`src/rtl/rtc_alarm_clock.sv`:
```
// rtl/rtc_alarm_clock.sv - hh:mm:ss real-time clock with 12/24-hour display, pushbutton setting and daily alarm
// Divides the board clock to a 1 Hz tick; display outputs are muxed only from registers.
module rtc_alarm_clock #(
  parameter int CLK_FREQ_HZ   = 50_000_000,
  parameter int ALARM_SECONDS = 60
) (
  input  logic       clk_50MHz,
  input  logic       reset,
  input  logic [1:0] mode,
  input  logic [1:0] pushKey,
  input  logic       fmt_12h,
  input  logic       alarm_en,
  output logic       clk_1Hz,
  output logic [5:0] hour_counter,
  output logic [5:0] min_counter,
  output logic [5:0] sec_counter,
  output logic       pm,
  output logic [1:0] field_sel,
  output logic       alarm_ring
);

  localparam int            PW       = $clog2(CLK_FREQ_HZ);
  localparam logic [PW-1:0] P_LAST   = PW'(CLK_FREQ_HZ - 1);
  localparam logic [PW-1:0] P_HALF   = PW'(CLK_FREQ_HZ / 2 - 1);
  localparam logic [7:0]    RING_LEN = 8'(ALARM_SECONDS);

  typedef enum logic [1:0] {
    MODE_RUN       = 2'b00,
    MODE_SET_TIME  = 2'b01,
    MODE_SET_ALARM = 2'b10,
    MODE_RUN_ALT   = 2'b11
  } mode_e;

  logic [4:0]    hh_q, hh_d, ah_q, ah_d;
  logic [5:0]    mm_q, mm_d, ss_q, ss_d, am_q, am_d;
  logic [PW-1:0] p_q, p_d;
  logic [1:0]    key_q;
  logic [1:0]    field_q, field_d;
  logic [7:0]    ring_cnt_q, ring_cnt_d;
  logic          ring_q, ring_d;
  logic          clk1_q, clk1_d;
  mode_e         mode_q;
  logic          fmt_q;

  mode_e      cur_mode;
  logic       set_time, set_alarm, tick, alarm_hit;
  logic [1:0] press;

  assign cur_mode  = mode_e'(mode);
  assign set_time  = (cur_mode == MODE_SET_TIME);
  assign set_alarm = (cur_mode == MODE_SET_ALARM);
  assign press     = key_q & ~pushKey;
  assign tick      = !set_time && (p_q == P_LAST);

  always_comb begin
    hh_d       = hh_q;
    mm_d       = mm_q;
    ss_d       = ss_q;
    ah_d       = ah_q;
    am_d       = am_q;
    p_d        = p_q;
    field_d    = field_q;
    ring_d     = ring_q;
    ring_cnt_d = ring_cnt_q;
    clk1_d     = clk1_q;
    alarm_hit  = 1'b0;

    if (set_time || tick) p_d = '0;
    else                  p_d = p_q + 1'b1;

    if (set_time)              clk1_d = 1'b0;
    else if (tick)             clk1_d = 1'b1;
    else if (p_q == P_HALF)    clk1_d = 1'b0;

    if (tick) begin
      if (ss_q == 6'd59) begin
        ss_d = '0;
        if (mm_q == 6'd59) begin
          mm_d = '0;
          hh_d = (hh_q == 5'd23) ? 5'd0 : hh_q + 5'd1;
        end else begin
          mm_d = mm_q + 6'd1;
        end
      end else begin
        ss_d = ss_q + 6'd1;
      end
    end

    // Field edits never carry into neighbouring fields.
    if (set_time && press[0]) begin
      case (field_q)
        2'd0:    hh_d = (hh_q == 5'd23) ? 5'd0 : hh_q + 5'd1;
        2'd1:    mm_d = (mm_q == 6'd59) ? 6'd0 : mm_q + 6'd1;
        default: ss_d = '0;
      endcase
    end
    if (set_alarm && press[0]) begin
      case (field_q)
        2'd0:    ah_d = (ah_q == 5'd23) ? 5'd0 : ah_q + 5'd1;
        2'd1:    am_d = (am_q == 6'd59) ? 6'd0 : am_q + 6'd1;
        default: ;
      endcase
    end
    if ((set_time || set_alarm) && press[1])
      field_d = (field_q == 2'd2) ? 2'd0 : field_q + 2'd1;

    alarm_hit = tick && alarm_en && (hh_d == ah_q) && (mm_d == am_q) && (ss_d == 6'd0);

    if ((press != 2'b00) || !alarm_en || set_time) begin
      ring_d     = 1'b0;
      ring_cnt_d = '0;
    end else if (alarm_hit) begin
      ring_d     = 1'b1;
      ring_cnt_d = RING_LEN;
    end else if (ring_q && tick) begin
      ring_cnt_d = ring_cnt_q - 8'd1;
      if (ring_cnt_q == 8'd1) ring_d = 1'b0;
    end
  end

  // Display selects are sampled so outputs never follow mode/fmt inputs combinationally.
  always_ff @(posedge clk_50MHz) begin
    mode_q <= cur_mode;
    fmt_q  <= fmt_12h;
  end

  always_ff @(posedge clk_50MHz) begin
    if (reset) begin
      hh_q       <= '0;
      mm_q       <= '0;
      ss_q       <= '0;
      ah_q       <= '0;
      am_q       <= '0;
      p_q        <= '0;
      key_q      <= 2'b11;
      field_q    <= '0;
      ring_cnt_q <= '0;
      ring_q     <= 1'b0;
      clk1_q     <= 1'b0;
    end else begin
      hh_q       <= hh_d;
      mm_q       <= mm_d;
      ss_q       <= ss_d;
      ah_q       <= ah_d;
      am_q       <= am_d;
      p_q        <= p_d;
      key_q      <= pushKey;
      field_q    <= field_d;
      ring_cnt_q <= ring_cnt_d;
      ring_q     <= ring_d;
      clk1_q     <= clk1_d;
    end
  end

  logic [4:0] disp_h;

  always_comb begin
    disp_h      = hh_q;
    min_counter = mm_q;
    sec_counter = ss_q;
    if (mode_q == MODE_SET_ALARM) begin
      disp_h      = ah_q;
      min_counter = am_q;
      sec_counter = '0;
    end
    hour_counter = {1'b0, disp_h};
    pm           = 1'b0;
    if (fmt_q) begin
      if (disp_h == 5'd0) begin
        hour_counter = 6'd12;
      end else if (disp_h >= 5'd12) begin
        pm = 1'b1;
        if (disp_h > 5'd12) hour_counter = {1'b0, disp_h - 5'd12};
      end
    end
  end

  assign clk_1Hz    = clk1_q;
  assign field_sel  = field_q;
  assign alarm_ring = ring_q;

endmodule

```
`config.mk`:
```
export PLATFORM = sky130hd
export DESIGN_NAME = rtc_alarm_clock
export DESIGN_NICKNAME = d
export VERILOG_FILES = /design/src/rtl/rtc_alarm_clock.sv
export SDC_FILE = /design/constraint.sdc
export NUM_CORES = 1
export LEC_CHECK = 0
export ABC_AREA = 1
export CORE_ASPECT_RATIO = 1.25
export CORE_MARGIN = 5
export CORE_UTILIZATION = 40
export CTS_BUF_LIST = sky130_fd_sc_hd__clkbuf_2 sky130_fd_sc_hd__clkbuf_4 sky130_fd_sc_hd__clkbuf_8
export DETAILED_ROUTE_END_ITERATION = 12
export DONT_BUFFER_PORTS = 1
export HOLD_SLACK_MARGIN = 0.03
export PLACE_DENSITY = 0.59
export SYNTH_ARGS = -nofsm -noshare
export SYNTH_HDL_FRONTEND = slang
export SYNTH_SLANG_ARGS = --single-unit
export TNS_END_PERCENT = 50
```
`constraint.sdc`:
```
create_clock -name clk_50MHz -period 4.2 [get_ports clk_50MHz]
set_clock_uncertainty 0.05 [all_clocks]
set_input_delay 0.63 -clock clk_50MHz [delete_from_list [all_inputs] [get_ports clk_50MHz]]
set_output_delay 0.63 -clock clk_50MHz [all_outputs]
set_load 0.02 [all_outputs]
```
== Yosys cells after proc, flatten, opt, wreduce, memory -nomap -nowiden ==
Cells that the tools add are included.

* Add/subtract/negate cells: 9
* Magnitude comparators: 2
* Equal/unequal tests: 15
* Multiplexer cells: 35
* Bitwise operators: 2
* Reductions and logical operators: 30

{| class="wikitable"
|+ Operators with widths
! operator !! number
|-
| $mux W6 || 14
|-
| $mux W5 || 12
|-
| $add A26 B1 Y26 const B || 1
|-
| $eq A26 B25 Y1 const B || 1
|-
| $eq A26 B26 Y1 const B || 1
|-
| $add A6 B1 Y6 const B || 3
|-
| $eq A6 B6 Y1 const B || 3
|-
| $add A5 B1 Y5 const B || 2
|-
| $eq A5 B5 Y1 const B || 2
|-
| $logic_and A1 B1 Y1 || 9
|-
| $eq A8 B1 Y1 const B || 1
|-
| $mux W1 || 8
|-
| $reduce_bool A2 Y1 || 4
|-
| $reduce_or A2 Y1 || 4
|-
| $sub A8 B1 Y8 const B || 1
|-
| $eq A2 B2 Y1 const B || 3
|-
| $eq A6 B6 Y1 || 1
|-
| $logic_not A6 Y1 || 1
|-
| $reduce_and A2 Y1 || 3
|-
| $eq A5 B5 Y1 || 1
|-
| $ge A5 B4 Y1 const B || 1
|-
| $gt A5 B4 Y1 const B || 1
|-
| $logic_not A5 Y1 || 1
|-
| $sub A5 B4 Y5 const B || 1
|-
| other kinds (9) || 14
|}

* Flip-flop bits (word level): 71
* Bits of input ports: 8
* Logic and storage cells: 107

== Logic depth before layout (Yosys ltp) ==
Gate-level depths: netlist (run 1).

* Word-level depth: 13
* Gate-level depth with buffers: 19
* Depth with buffers taken out: 19

== Worst setup path before layout (run 1) ==
OpenSTA, ideal clock, no wires.

* Path type: flip-flop to output port
* Start point: register mode_q[1]
* End point: output hour_counter[2]
* Arrival: 1.839 ns
* Required time: 3.520 ns
* Path slack: 1.681 ns
* Stages on the path, launching flop included: 7
* Path buffers: 0
* Cells stage by stage: dfxtp_1 inv_1 nor2_1 inv_1 o21ai_0 inv_1 o311ai_0

* Cells in the longest elaborated chain, start to end: 7
* Elaborated cells on any way between the ends: 10
* Those cells by class: 1 x add/sub; 2 x order compare; 1 x eq/ne; 5 x mux; 1 x reduce/logical

{| class="wikitable"
|+ RTL lines
! item !! line !! RTL
|-
| from (decl) || 42 || <nowiki>mode_e mode_q;</nowiki>
|-
| from (signal assigned) || 123 || <nowiki>mode_q <= cur_mode;</nowiki>
|-
| $eq A2 B2 Y1 (*) || 161 || <nowiki>if (mode_q == MODE_SET_ALARM) begin</nowiki>
|-
| $mux W5 (*) || 161 ||
|-
| $sub A5 B4 Y5 or $gt A5 B4 Y1 (tied branches) || 173 || <nowiki>if (disp_h > 5'd12) hour_counter = {1'b0, disp_h - 5'd12};</nowiki>
|-
| $mux W5 || 173 ||
|-
| $mux W5 || 171 || <nowiki>end else if (disp_h >= 5'd12) begin</nowiki>
|-
| $mux W5 || 169 || <nowiki>if (disp_h == 5'd0) begin</nowiki>
|-
| $mux W5 (*) || 168 || <nowiki>if (fmt_q) begin</nowiki>
|-
| to (decl) || 14 || <nowiki>output logic [5:0] hour_counter,</nowiki>
|}

Mark *: on every way between the ends. The rest lies on a longest branch, timed or not.

== Worst setup path in the final report (run 1) ==
* Start point: register mode_q[1]
* End point: output hour_counter[4]

Same word-level chain as after synthesis.

==> reports/metrics.csv, run 1 <==
metric,value,unit
status,completed,
cts_made_buffers,9,
first_pass_iters,4,
drive_gt1_share,7.96,%
crit_chain,inv_1 > nor2_1 > buf_4 > inv_1 > o21ai_0 > inv_1 > ha_1 > nand2_1 > nor2_1 > nand2_1 > nand2_1 > a21oi_1,
rsz0062_at_grt,no,
period_needed,3.22,ns
utilization,43.2,%
htree_levels,3,
yosysWarnings,0,
via_per_inst,4.92,
worstMarginPinSlew,0.796,ns
cts.sinks,71,
clkTransAtPathRegs,0.07,ns
grt_pass1_wl,16.8,mm
synth_cell_types,42,
fillers,1104,
cts_tree,yes,
syn_inst,644,
clk_path_buf_depth,2,
ctsResizeCount,0,
dieHeight,125,um
grt_remaining_overflow,0,
ant_nets,0,
rows,42,
syn_nets,664,
final_max_slew_viol_count,0,
route.detailed.drc,0,
setup_viol,0,
core-area,0.0105,sq mm
max_cap_viol_count,0,
seqCellArea,0.00142,sq mm
wl,10.0,mm
place_hpwl,7.94,mm
relSlewSlack,46.3,%
area_delta_synth_final,7.25,%
synth_area,0.00421,sq mm
multi_input_area,0.00234,sq mm
setup_tns,0,ns
vias,3862,
peakVddDrop,0.185,mV
critPathMaxFanout,21,
hold_viol,0,
insertion_delay,0.35,ns
num_antenna_cells,0,
p_leak,1.88,nW
drtIter0Drc,159,
antenna_found_initial,0,
grt_max_degree,23,
crit_slowest_cell,o21ai_0,
root_buffer,clkbuf_8,
die_x,102,um
synth_top_cell_area_share,33.8,%
critPathKind,register to primary output,
cp.required,3.52,ns
seq_area_frac_synth,33.8,%
avgSynthCellArea,6.54,sq um
netlist_top_cells_area,"dfxtp_1 34%, nand2_1 12%, inv_1 8.9%",
grt_pass1_vias,3758,
nets,671,
cp-end-kind,primary output,
placed_cell_area,0.00436,sq mm
path_delay_family,compound AO/OA/AOI/OAI gates,
hold_buffers,0,
port_buffers,0,
finalCritPeriodShare,76.6,%
cp_slowest_stage_delay,0.43,ns
ys_seq_elements,71,
p_per_area,272,mW/mm^2
initial_utilization,40.3,%
die_area,0.0127,sq mm
track_usage,16.4,%
wire_per_inst,12.8,um
synth_top_area_cell,dfxtp_1,
place.gp.congestion,0.890,
postCtsSetupRepairBufs,0,
startpoint_type,register,
critPathBufInv,4,
min_path_type,input port to register,
worstPathArrival,2.54,ns
hold_slack,0.260,ns
fmax,311,MHz
design_area,0.00452,sq mm
io-pin-count,31,
-- routing by layer --
layer  wire [um]  vias up  global-route usage [%]
met3         346       26                    3.47
met2        5180       60                    29.1
met4         303        0                    8.29
li1            -     2045                       -
met5           0        -                       0
met1        4180     1731                    17.8
-- power breakdown --
part | switching (mW) | internal (mW)
combinational | 0.0499 | 0.0191
sequential | 0.00942 | 0.681
clock | 0.242 | 0.225
total | 0.301 | 0.926
-- flip-flops by register name, summed over array words and instances, names as in the netlist --
register,flops
p_q,26
hh_q,5
key_q,2
ss_q,6
clk_1Hz,1
alarm_ring,1
ring_cnt_q,8
mode_q,2
ah_q,5
field_sel,2
am_q,6
mm_q,6
fmt_q,1
-- final timing paths --
check,startpoint,to,slack (ns),cells after the start
worst min register to register,p_q[0],p_q[0],0.40,1
worst max-delay path,mode_q[1],hour_counter[4],0.98,12
worst max register to register,mm_q[0],ring_cnt_q[1],1.66,18
worst min-delay path,fmt_12h,fmt_q,0.26,0
-- kinds of logic after synthesis --
group,share of synthesized area (%)
other cells,0.0891
xor+xnor,4.16
fa+ha+maj,3.57
flops,33.8
buf+inv,10.6
compound gates,10.8
simple gates,37.0
-- worst register-to-register path: stages, from the launching register on --
cell and delay, ns:
dfxtp_1 0.40, ha_1 0.26, nand2_1 0.07, nor2_1 0.09, nand2_1 0.16, nor2_1 0.23
nand4_2 0.16, nand2_4 0.15, nand2_1 0.07, nand2_1 0.05, nand2_1 0.10, nand2_1 0.08
nand2_1 0.06, nor2_2 0.12, nand2_2 0.07, nor2_4 0.09, nand2_4 0.08, nand2_2 0.10
nor2_1 0.04
-- cells in the mapped netlist --
master / n
or2_1: 1
nand4_4: 1
o21a_1: 2
and3_1: 1
conb_1: 1
nand2_2: 8
nand4_1: 10
dfxtp_1: 71
o21ai_0: 35
buf_6: 1
nor2_1: 92
nor2_4: 4
inv_2: 9
a21oi_1: 40
nand3_1: 43
o211ai_1: 2
buf_4: 1
nand2_1: 139
ha_1: 12
xnor2_1: 5
and2_1: 1
clkbuf_1: 5
o41ai_1: 1
nor3_2: 1
nor2_2: 3
nand3b_1: 4
nor3b_2: 1
a211oi_1: 1
a21boi_0: 1
a31o_2: 1
nor4_2: 1
xor2_1: 15
or2_2: 1
o311ai_0: 1
nand3_2: 1
nand2_4: 3
nor4_1: 1
inv_1: 100
nand4_2: 2
nor3b_1: 3
o2111ai_1: 1
nor3_1: 18
-- metrics by stage --
step / std cells / power [mW] / setup WS (ns)
6_report: 785 / 1.23 / 0.984
5_1_grt: 785 / 1.29 / 0.697
4_1_cts: 785 / 1.25 / 0.957
3_5_place_dp: 772 / 0.775 / 1.34
3_3_place_gp: 772 / 0.774 / 1.43
2_1_floorplan: 644 / 0.761 / 1.68
-- cell usage in the layout (no fill, tap or decap), drive strengths merged, types with 2 or more instances in the layout --
cell type	n
inv	109
clkbuf	11
or2	2
nor2	99
nand3	44
dfxtp	71
buf	3
o21a	2
o211ai	2
clkinv	2
nand4	13
nor4	2
xnor2	5
xor2	15
nor3b	4
ha	12
nand3b	4
o21ai	35
a21oi	40
nor3	19
nand2	150
-- layout make-up --
cell class	count	share of cell area (%)
Multi-Input combinational cell	457	51.9
Clock inverter	2	0.222
Inverter	109	9.06
Timing Repair Buffer	3	0.499
Sequential cell	71	31.5
Clock buffer	11	3.21
Tap cell	132	3.66
No activity file was read; power rests on OpenSTA's default activity.
==> run 2: changes to the inputs <==
clock period = 3.4 ns   (was 4.2 ns; I/O delays follow)
==> reports/metrics.csv, run 2 (synthesis results as in run 1) <==
metric,value,unit,change
period_needed,2.85,ns,
power,1.88,mW,was 1.23 mW
hold_viol,0,,unchanged
max_cap_viol_count,0,,unchanged
grt_pass1_wl,17.2,mm,was 16.8 mm
pre_cts_slack,0.795,ns,was 1.34 ns
p_leak,1.95,nW,was 1.88 nW
critPathKind,register to primary output,,unchanged
rrSetupSlack,0.83,ns,was 1.66 ns
grt_remaining_overflow,0,,unchanged
die_area,0.0127,sq mm,unchanged
layout_commonest_cell,nand2_1,,unchanged
nets,674,,was 671
num_antenna_cells,0,,unchanged
relSlewSlack,53.0,%,was 46.3%
top_register,p_q,,unchanged
grt_pass1_vias,3794,,was 3758
io-pin-count,31,,unchanged
placed_cell_area,0.00438,sq mm,was 0.00436 sq mm
port_buffers,0,,unchanged
setup_viol,0,,unchanged
dieHeight,125,um,unchanged
reg.largest.list,"p_q: 26 flops, ring_cnt_q: 8 flops",,unchanged
seqCellArea,0.00142,sq mm,unchanged
setup_tns,0,ns,unchanged
path_delay_family,buffers and inverters,,was compound AO/OA/AOI/OAI gates
drive_gt1_share,8.80,%,was 7.96%
cts.sinks,71,,unchanged
grt_max_degree,23,,unchanged
ctsResizeCount,0,,unchanged
status,completed,,unchanged
vias,3917,,was 3862
final_max_slew_viol_count,0,,unchanged
cts_tree,yes,,unchanged
area_delta_synth_final,10.7,%,was 7.25%
initial_utilization,40.3,%,unchanged
critPathBufInv,4,,unchanged
placedCellCount,775,,was 772
drtIter0Drc,118,,was 159
min_path_type,input port to register,,unchanged
utilization,44.6,%,was 43.2%
place_hpwl,8.11,mm,was 7.94 mm
rsz0062_at_grt,no,,unchanged
via_per_inst,4.95,,was 4.92
worstPathArrival,2.29,ns,was 2.54 ns
final_cell_mix,"139 x nand2_1, 100 x inv_1, 92 x nor2_1",,unchanged
crit_chain,inv_1 > nor2_1 > buf_4 > nand2_1 > o21ai_0 > inv_1 > nor2_1 > nand3_1 > a211oi_1 > buf_4,,was inv_1 > nor2_1 > buf_4 > inv_1 > o21ai_0 > inv_1 > ha_1 > nand2_1 > nor2_1 > nand2_1 > nand2_1 > a21oi_1
design_area,0.00466,sq mm,was 0.00452 sq mm
place.gp.congestion,0.886,,was 0.890
core-area,0.0105,sq mm,unchanged
track_usage,16.8,%,was 16.4%
ant_nets,0,,unchanged
multi_input_area,0.00234,sq mm,unchanged
wl,10.3,mm,was 10.0 mm
cts_made_buffers,9,,unchanged
antenna_found_initial,0,,unchanged
worstMarginPinSlew,0.698,ns,was 0.796 ns
p_per_area,403,mW/mm^2,was 272 mW/mm^2
root_buffer,clkbuf_8,,unchanged
cp.required,2.84,ns,was 3.52 ns
rows,42,,unchanged
clk_path_buf_depth,2,,unchanged
instances_no_fill,791,,was 785
startpoint_type,register,,unchanged
insertion_delay,0.36,ns,was 0.35 ns
htree_levels,3,,unchanged
fmax,350,MHz,
route.detailed.drc,0,,unchanged
peakVddDrop,0.217,mV,was 0.185 mV
crit_slowest_cell,dfxtp_1,,was o21ai_0
hold_slack,0.122,ns,was 0.260 ns
wire_per_inst,13.0,um,was 12.8 um
critPathMaxFanout,20,,was 21
cp_slowest_stage_delay,0.31,ns,was 0.43 ns
clkTransAtPathRegs,0.08,ns,was 0.07 ns
largest_reg_flops,26,,unchanged
first_pass_iters,4,,unchanged
cp-end-kind,primary output,,unchanged
postCtsSetupRepairBufs,0,,unchanged
fillers,1104,,unchanged
setup_ws,0.546,ns,was 0.984 ns
hold_buffers,0,,unchanged
die_x,102,um,unchanged
finalCritPeriodShare,83.9,%,
-- run 2: routing by layer --
| layer | share of wire (%) | global-route usage (%) |
|---|---|---|
| met5 | 0 | 0 |
| met1 | 42 | 18.4 |
| met2 | 52 | 30.3 |
| met3 | 3.8 | 4.99 |
| met4 | 2.1 | 5.32 |
-- run 2: path summary, 6_finish.rpt --
kind                                start       endpoint  cells past startpoint
worst max-delay path            mode_q[1]             pm                     10
worst min-delay path              mode[1]      mode_q[1]                      0
worst max register to register    ss_q[0]  ring_cnt_q[1]                     16
worst min register to register     p_q[0]         p_q[0]                      1
-- run 2: worst register-to-register path: cells and delay by family (launching register included) --
family	cells	cell delay (ns)
buffers and inverters	1	0.07
adder cells (fa/ha/maj)	1	0.26
AND/OR/NAND/NOR	14	1.66
flip-flops	1	0.42
-- run 2: layout make-up --
class                           count  area share [%]
Sequential cell                    71            30.5
Timing Repair Buffer                6           0.966
Multi-Input combinational cell    457            50.2
Clock inverter                      5            2.74
Inverter                          109            8.78
Tap cell                          132            3.54
Clock buffer                       11            3.25
-- run 2: report_power, final --
part | total [mW] | internal [mW] | switching [mW]
clock | 0.940 | 0.602 | 0.338
sequential | 0.852 | 0.841 | 0.0114
combinational | 0.0870 | 0.0254 | 0.0616
==> run 3: changes to the inputs <==
PLACE_DENSITY = 0.61   (was 0.59)
clock period = 2.4 ns   (was 3.4 ns; I/O delays follow)
==> reports/metrics.csv, run 3 (synthesis results as in run 1) <==
metric,value,unit,change
route.detailed.drc,0,,unchanged
place.gp.congestion,0.921,,was 0.886
ant_nets,0,,unchanged
wl,11.0,mm,was 10.3 mm
clkTransAtPathRegs,0.07,ns,was 0.08 ns
cts_made_buffers,9,,unchanged
dieHeight,125,um,unchanged
die_area,0.0127,sq mm,unchanged
grt_pass1_wl,18.7,mm,was 17.2 mm
rows,42,,unchanged
hold_slack,0.0580,ns,was 0.122 ns
initial_utilization,40.3,%,unchanged
max_cap_viol_count,0,,unchanged
antenna_found_initial,0,,unchanged
dr_wl_met2,5.78,mm,was 5.40 mm
power,2.29,mW,was 1.88 mW
met1Wirelength,4.56,mm,was 4.30 mm
drive_gt1_share,20.8,%,was 8.80%
p_int,1.71,mW,was 1.47 mW
top_layer,met4,,unchanged
drtIter0Drc,181,,was 118
grt_max_degree,21,,was 23
grt_remaining_overflow,0,,unchanged
status,completed,,unchanged
switching_share,25.4,%,was 21.9%
pwr-share-seq,52.7,%,was 45.3%
switching_power,0.581,mW,was 0.412 mW
worstMarginPinSlew,0.876,ns,was 0.698 ns
critPathMaxFanout,8,,was 20
setup_viol,0,,unchanged
hold_viol,0,,unchanged
cts.sinks,71,,unchanged
placedCellCount,815,,was 775
io-pin-count,31,,unchanged
largest_reg_flops,26,,unchanged
fmax,426,MHz,
power_frac_clock,39.5,%,was 50.0%
p_per_area,442,mW/mm^2,was 403 mW/mm^2
die_x,102,um,unchanged
min_path_type,input port to register,,unchanged
core-area,0.0105,sq mm,unchanged
root_buffer,clkbuf_8,,unchanged
finalCritPeriodShare,97.7,%,
place_hpwl,8.28,mm,was 8.11 mm
setup_tns,0,ns,unchanged
critPathKind,register to primary output,,unchanged
htree_levels,3,,unchanged
nets,728,,was 674
startpoint_type,register,,unchanged
layout_commonest_cell,nand2_1,,unchanged
wire_per_inst,13.0,um,about the same
num_antenna_cells,0,,unchanged
track_usage,18.3,%,was 16.8%
cts_tree,yes,,unchanged
port_buffers,0,,unchanged
cp.required,1.99,ns,was 2.84 ns
p_leak,2.23,nW,was 1.95 nW
vias,4145,,was 3917
rrSetupSlack,0.06,ns,was 0.83 ns
area_delta_synth_final,23.0,%,was 10.7%
insertion_delay,0.35,ns,was 0.36 ns
final_cell_mix,"132 x nand2_1, 95 x inv_1, 82 x nor2_1",,"was 139 x nand2_1, 100 x inv_1, 92 x nor2_1"
pwr-share-comb,7.8,%,was 4.6%
top_register,p_q,,unchanged
first_pass_iters,4,,unchanged
reg.largest.list,"p_q: 26 flops, ring_cnt_q: 8 flops",,unchanged
final_max_slew_viol_count,0,,unchanged
cp-end-kind,primary output,,unchanged
relSlewSlack,41.4,%,was 53.0%
rsz0062_at_grt,yes,,was no
fillers,1077,,was 1104
instances_no_fill,845,,was 791
via_per_inst,4.91,,was 4.95
worstPathArrival,1.93,ns,was 2.29 ns
clk_path_buf_depth,2,,unchanged
met3_length,412,um,was 393 um
grt_pass1_vias,4101,,was 3794
period_needed,2.34,ns,
peakVddDrop,0.245,mV,was 0.217 mV
[run 3: cell count changes in the layout (fill, tap and decap cells not counted), sizes merged]
cell         before  now
buf               6   55
bufinv            4    0
dlygate4sd3       0    4
clkbuf           11   13
clkinv            0    2
nand2           150  151
[run 3: what timing repair did]
item / CTS / global route
cloned: 2 / 0
buffers inserted: 4 / 4
hold buffers: 4 / 0
endpoints found under the hold margin: 23 / 0
pin swaps: 6 / 13
resized for setup: 19 / 42
setup endpoints to repair: 11 / 17
[run 3: per-stage QoR]
| step | utilization [%] | instance area (sq um) | setup WS, ns |
|---|---|---|---|
| 3_5_place_dp | 44.8 | 4680 | -0.0263 |
| 2_1_floorplan | - | 4210 | 0.151 |
| 3_3_place_gp | 44.8 | 4680 | 0.0679 |
| 6_report | 49.5 | 5180 | 0.0553 |
| 5_1_grt | 49.5 | 5180 | -0.127 |
| 4_1_cts | 47.9 | 5010 | -0.00597 |
[run 3: final cells by class]
type,instances,area (sq um),share of cell area [%]
timing repair buffer,59,462,8.91
clock buffer,13,166,3.21
sequential,71,1430,27.6
clock inverter,3,17.5,0.338
tap,132,165,3.19
multi-input combinational,458,2530,48.8
inverter,109,412,7.95
[run 3: power groups by stage]
stage / registers (mW) / logic [mW] / clock network (mW)
global route: 1.21 / 0.201 / 0.987
floorplan: 1.23 / 0.0997 / 0
CTS: 1.20 / 0.165 / 0.925
finish: 1.21 / 0.179 / 0.904
detailed placement: 1.23 / 0.142 / 0
global placement: 1.23 / 0.140 / 0
[run 3: critical path, cell delays in order (launching register included)]
cell      delay (ns)
dfxtp_2         0.32
inv_2           0.04
nor2_4          0.12
inv_4           0.07
nand2_2         0.05
o21ai_1         0.06
buf_4           0.16
inv_2           0.05
ha_2            0.15
nand2_2         0.06
nor2_4          0.13
nand2_2         0.09
o311ai_2        0.09
buf_4           0.18
[run 3: path summary, 6_finish.rpt]
path              start              end  cells after the start
max           mode_q[1]  hour_counter[2]                     13
min          pushKey[1]         key_q[1]                      2
min reg2reg      p_q[0]           p_q[0]                      1
max reg2reg      p_q[0]    ring_cnt_q[1]                     19
[run 3: per-layer routing]
layer | vias up | global-route usage, %
met3 | 19 | 3.59
met1 | 1880 | 20.6
li1 | 2169 | -
met4 | 0 | 6.65
met2 | 77 | 33.2
met5 | - | 0
==> patch 1, RTL diff (config.mk and constraints of run 1) <==
Add an input register stage for `mode`, `pushKey`, `fmt_12h` and `alarm_en`; this delays them by one clock. Comments in the files are not updated.
--- a/src/rtl/rtc_alarm_clock.sv
+++ b/src/rtl/rtc_alarm_clock.sv
@@ -32,4 +32,16 @@
   } mode_e;
 
+  logic [1:0] mode_r;
+  logic [1:0] pushKey_q;
+  logic fmt_12h_q;
+  logic alarm_en_q;
+
+  always_ff @(posedge clk_50MHz) begin
+    mode_r     <= mode;
+    pushKey_q  <= pushKey;
+    fmt_12h_q  <= fmt_12h;
+    alarm_en_q <= alarm_en;
+  end
+
   logic [4:0]    hh_q, hh_d, ah_q, ah_d;
   logic [5:0]    mm_q, mm_d, ss_q, ss_d, am_q, am_d;
@@ -47,8 +59,8 @@
   logic [1:0] press;
 
-  assign cur_mode  = mode_e'(mode);
+  assign cur_mode  = mode_e'(mode_r);
   assign set_time  = (cur_mode == MODE_SET_TIME);
   assign set_alarm = (cur_mode == MODE_SET_ALARM);
-  assign press     = key_q & ~pushKey;
+  assign press     = key_q & ~pushKey_q;
   assign tick      = !set_time && (p_q == P_LAST);
 
@@ -105,7 +117,7 @@
       field_d = (field_q == 2'd2) ? 2'd0 : field_q + 2'd1;
 
-    alarm_hit = tick && alarm_en && (hh_d == ah_q) && (mm_d == am_q) && (ss_d == 6'd0);
+    alarm_hit = tick && alarm_en_q && (hh_d == ah_q) && (mm_d == am_q) && (ss_d == 6'd0);
 
-    if ((press != 2'b00) || !alarm_en || set_time) begin
+    if ((press != 2'b00) || !alarm_en_q || set_time) begin
       ring_d     = 1'b0;
       ring_cnt_d = '0;
@@ -122,5 +134,5 @@
   always_ff @(posedge clk_50MHz) begin
     mode_q <= cur_mode;
-    fmt_q  <= fmt_12h;
+    fmt_q  <= fmt_12h_q;
   end
 
@@ -145,5 +157,5 @@
       am_q       <= am_d;
       p_q        <= p_d;
-      key_q      <= pushKey;
+      key_q      <= pushKey_q;
       field_q    <= field_d;
       ring_cnt_q <= ring_cnt_d;
Function: changed (Yosys sat finds a counterexample within 4 cycles, from zero or initial values and one cycle with reset high).
==> patch 1 against run 1 <==
Worst setup slack worse by 0.072 ns; die area up 4.9%; wire length up 4.8%; clock power up 55%; synthesized area up 5.3%; power up 26%; final area up 7.4%; sequential cell count up 6; count of clock-buffer cells in the layout up 2.
==> patch 1: results (changes against run 1) <==
| Metric | Value |
|---|---|
| Vias after detailed routing | `4,062 (+5.2%)` |
| Placed cell count | `800 (+3.6%)` |
| Multi-input comb cells | `478 (+4.6%)` |
| First-pass GRT wire length | `17,900 µm (+6.5%)` |
| Place WS | `1.31 ns (-0.0358 ns)` |
| Top post-synthesis cells by count | `nand2_1 (145), nor2_1 (110), inv_1 (91)` |
| CP Max Fanout | `24 (+14%)` |
| Die Area | `13,300 µm² (+4.9%)` |
| Synthesis-to-layout area growth | `9.31%` |
| Layout clock area frac | `0.0542 (+0.0198)` |
| Lkg Pwr | `2.05 nW (+9.2%)` |
| Routability Congestion | `0.862 (-3.1%)` |
| Multi-input gate area | `2450 µm² (+4.5%)` |
| # resized after CTS | `0 (unchanged)` |
| Beginning of the worst hold path | `alarm_en` |
| Share of layout cells above drive strength 1 | `0.0984 (+0.0188)` |
| Final HPWL DP | `8100 µm (+2.1%)` |
| Count of different cell masters after synthesis | `44 (+4.8%)` |
| Initial DRC count | `152 (-4.4%)` |
| Setup bufs post-CTS | `0 (unchanged)` |
| Mean post-synth cell area | `6.61 µm² (+1.1%)` |
| Hold EP | `alarm_en_q` |
| Mapped Nets | `691 (+4.1%)` |
| Buffers, non-clock | `4 (+1)` |
| Inverter count | `106 (-2.8%)` |
| Dominant cells by area after synthesis | `dfxtp_1 (35%), nand2_1 (12%), nor2_1 (9.3%)` |
| DR WL/cell | `12.9 µm (+0.78%)` |
| # clock sinks | `77 (+8.5%)` |
| Arrival @ worst endpoint | `2.61 ns (+0.07 ns)` |
| Hold slack | `0.237 ns (-0.0226 ns)` |
| Top Registers | `p_q: 26 flops, ring_cnt_q: 8 flops` |
| Max stage delay on crit path | `0.38 ns (-0.05 ns)` |
| Worst-Skew Late Latency | `0.36 ns` |
| CP Capture Point | `hour_counter[2]` |
| GRT Resource Usage Total | `0.164 (about the same)` |
| Largest net degree at the start of global routing | `25 (+8.7%)` |
| R2R Setup Slk | `1.60 ns (-0.06 ns)` |
| Placed cell area | `4590 µm² (+5.2%)` |
| Layout non-clock buf frac | `0.00619 (+0.00121)` |
| Sequential share of cell area | `0.318 (+0.00317)` |
| RR Startpoint | `mm_q[1]` |
| Sequential share of the synthesized area | `0.348 (+0.00994)` |
| H-tree depth | `3 (unchanged)` |
| Worst path top cell family by delay | `compound AO/OA/AOI/OAI gates` |
| Filler cells | `1,180 (+6.9%)` |
| Hold Crit Class | `primary input to register` |
| Setup ws final | `0.912 ns (-0.0718 ns)` |
| DRT Wirelength | `10,500 µm (+4.8%)` |
| VDD IR max | `172 µV (-6.6%)` |
| Maximum clock insertion buffer count | `2 (unchanged)` |
| Clock buffer count | `13 (+2)` |
| Outcome | `completed` |
| Number of global-route vias before repair | `3,897 (+3.7%)` |
| Tightest Pin Transition | `1.08 ns (+0.288 ns)` |
| Nets | `696 (+3.7%)` |
-- patch 1: cell count changes after synthesis, sizes merged, moves of 3 or more --
cell,before,now
inv,109,103
xor2,15,10
nand4,13,18
nor2,99,121
nor3,19,16
nand3b,4,0
nand3,44,48
dfxtp,71,77
nand2,150,155
a21oi,40,33
clkinv,0,3
o21ai,35,38
o21a,2,5
-- patch 1: logic make-up (layout without fill, tap and decap cells) --
logic type,Yosys count,in the layout,share of synthesized area
and+or+nand+nor,369,369,0.388
buffers and inverters,116,126,0.101
AOI/OAI and AO/OA,83,83,0.103
DFF,77,77,0.348
xor gates and xnor gates,13,13,0.0257
adders and majority gates,12,12,0.0338
other,1,1,0.000845
-- patch 1: power by group --
part,switching [mW],internal [mW]
clock,0.273,0.450
combinational,0.0555,0.0213
sequential,0.0104,0.741
total,0.339,1.21
-- patch 1: per-layer routing --
layer	global-route usage	vias to the layer above	wire, µm
li1	-	2144	-
met3	0.0338	16	428
met2	0.296	64	5320
met5	0	-	0
met1	0.187	1838	4520
met4	0.0678	0	225
==> patch 2, RTL diff (settings of run 1) <==
Without the edit above. `CLK_FREQ_HZ`: 50_000_000 -> 25_000_000.
--- a/src/rtl/rtc_alarm_clock.sv
+++ b/src/rtl/rtc_alarm_clock.sv
@@ -2,5 +2,5 @@
 // Divides the board clock to a 1 Hz tick; display outputs are muxed only from registers.
 module rtc_alarm_clock #(
-  parameter int CLK_FREQ_HZ   = 50_000_000,
+  parameter int CLK_FREQ_HZ   = 25_000_000,
   parameter int ALARM_SECONDS = 60
 ) (
Behaviour: no difference found for any inputs over 10 cycles, from zero or initial values and one cycle with reset high; that may be too few to reach the edited logic, so the function may still have changed.
==> patch 2 against run 1 <==
Final cell count up 0.13%; combinational power shrank 4.1%; worst setup slack lost 0.21 ns; register-to-register slack better by 0.07 ns; wire length fell by 0.67%; sequential cell count is 1 lower; final area shrank 0.83%; core utilization increased by 1.1 points; count of clock-buffer cells in the layout up 1; synthesized area fell by 1.9%; power is 6.4% higher; largest power group unchanged.
==> patch 2: results (changes against run 1) <==
| Metric | Value |
|---|---|
| Outcome | `completed` |
| Number of global-route vias before repair | `3,749 (-0.24%)` |
| Top post-synthesis cells by count | `nand2_1 (148), nor2_1 (96), inv_1 (94)` |
| Arrival @ worst endpoint | `2.74 ns (+0.20 ns)` |
| Dominant cells by area after synthesis | `dfxtp_1 (34%), nand2_1 (13%), nor2_1 (8.7%)` |
| GRT Resource Usage Total | `0.171 (+0.00771)` |
| Final HPWL DP | `7770 µm (-2.1%)` |
| Count of different cell masters after synthesis | `37 (-12%)` |
| First-pass iteration count of the detailed router | `5 (+1)` |
| Nets | `673 (+0.30%)` |
| Vias after detailed routing | `3,877 (+0.39%)` |
| Compound-Gate Fraction of Synth Area | `0.103 (-0.00517)` |
| Routability Congestion | `0.847 (-4.8%)` |
| Initial DRC count | `139 (-13%)` |
| Lkg Pwr | `1.82 nW (-2.9%)` |
| DRT Wirelength | `9940 µm (-0.67%)` |
| XOR/XNOR Fraction of Synth Area | `0.0339 (-0.00768)` |
| Filler cells | `1,079 (-2.3%)` |
| First-pass GRT wire length | `16,900 µm (+0.33%)` |
| Reg clk slew, reported paths | `0.07 ns (about the same)` |
| Setup bufs post-CTS | `0 (unchanged)` |
| Top Registers | `p_q: 25 flops, ring_cnt_q: 8 flops` |
| Placed cell area | `4280 µm² (-1.8%)` |
| Crit path launch | `mode_q[1]` |
| Synth Area in Adders | `0.0364 (+0.000691)` |
| Sequential share of the synthesized area | `0.339 (+0.00170)` |
| Rel. slew slack | `0.518 (+0.0542)` |
| VDD IR max | `144 µV (-22%)` |
| Share of layout cells above drive strength 1 | `0.0837 (+0.00408)` |
## patch 2: logic make-up after synthesis
logic type / after synthesis
other: 1
AO/OA/AOI/OAI: 81
flip-flops: 70
XOR/XNOR: 16
adder cells (fa/ha/maj): 12
buffers and inverters: 114
AND/OR/NAND/NOR: 352
## patch 2: metrics by stage
stage,instances,worst slack [ns],utilization
final,786,0.777,0.443
after global routing,786,0.533,0.443
after CTS,786,0.809,0.443
after detailed placement,771,1.21,0.424
after global placement,771,1.39,0.424
after floorplan,646,1.75,-
## patch 2: worst max-delay path, stage by stage, from the launching register on
cell and delay, ns:
dfxtp_1 0.31, inv_1 0.03, nor2_1 0.08, buf_4 0.25, inv_1 0.15, o21ai_0 0.39
ha_1 0.23, inv_1 0.05, nor3_1 0.31, nand2_1 0.10, nand3_1 0.12, a21oi_1 0.08
o21ai_0 0.27
## patch 2: final cells by class
cell class,instances,area share
sequential,70,0.313
clock buffer,12,0.0341
timing repair buffer,2,0.00335
clock inverter,3,0.0101
inverter,108,0.0908
tap,129,0.0360
multi-input combinational,462,0.513
## patch 2: power breakdown
part           internal [mW]  switching, mW
Clock                  0.301          0.259
Combinational         0.0173         0.0489
Sequential             0.671        0.00874
Total                  0.989          0.316
## patch 2: worst paths after layout
path | endpoint | slack, ns | depth (start not counted)
worst max-delay path | hour_counter[3] | 0.78 | 12
worst min-delay path | fmt_q | 0.24 | 0
worst max register to register | ring_cnt_q[1] | 1.73 | 16
worst min register to register | p_q[0] | 0.40 | 1
## patch 2: metal layers
metal	routed length, µm	track usage	part of all wire	up-vias
li1	-	-	-	2069
met1	4330	0.192	0.44	1737
met2	4890	0.299	0.49	55
met3	483	0.0538	0.049	16
met4	243	0.0708	0.024	0
met5	0	0	0	-
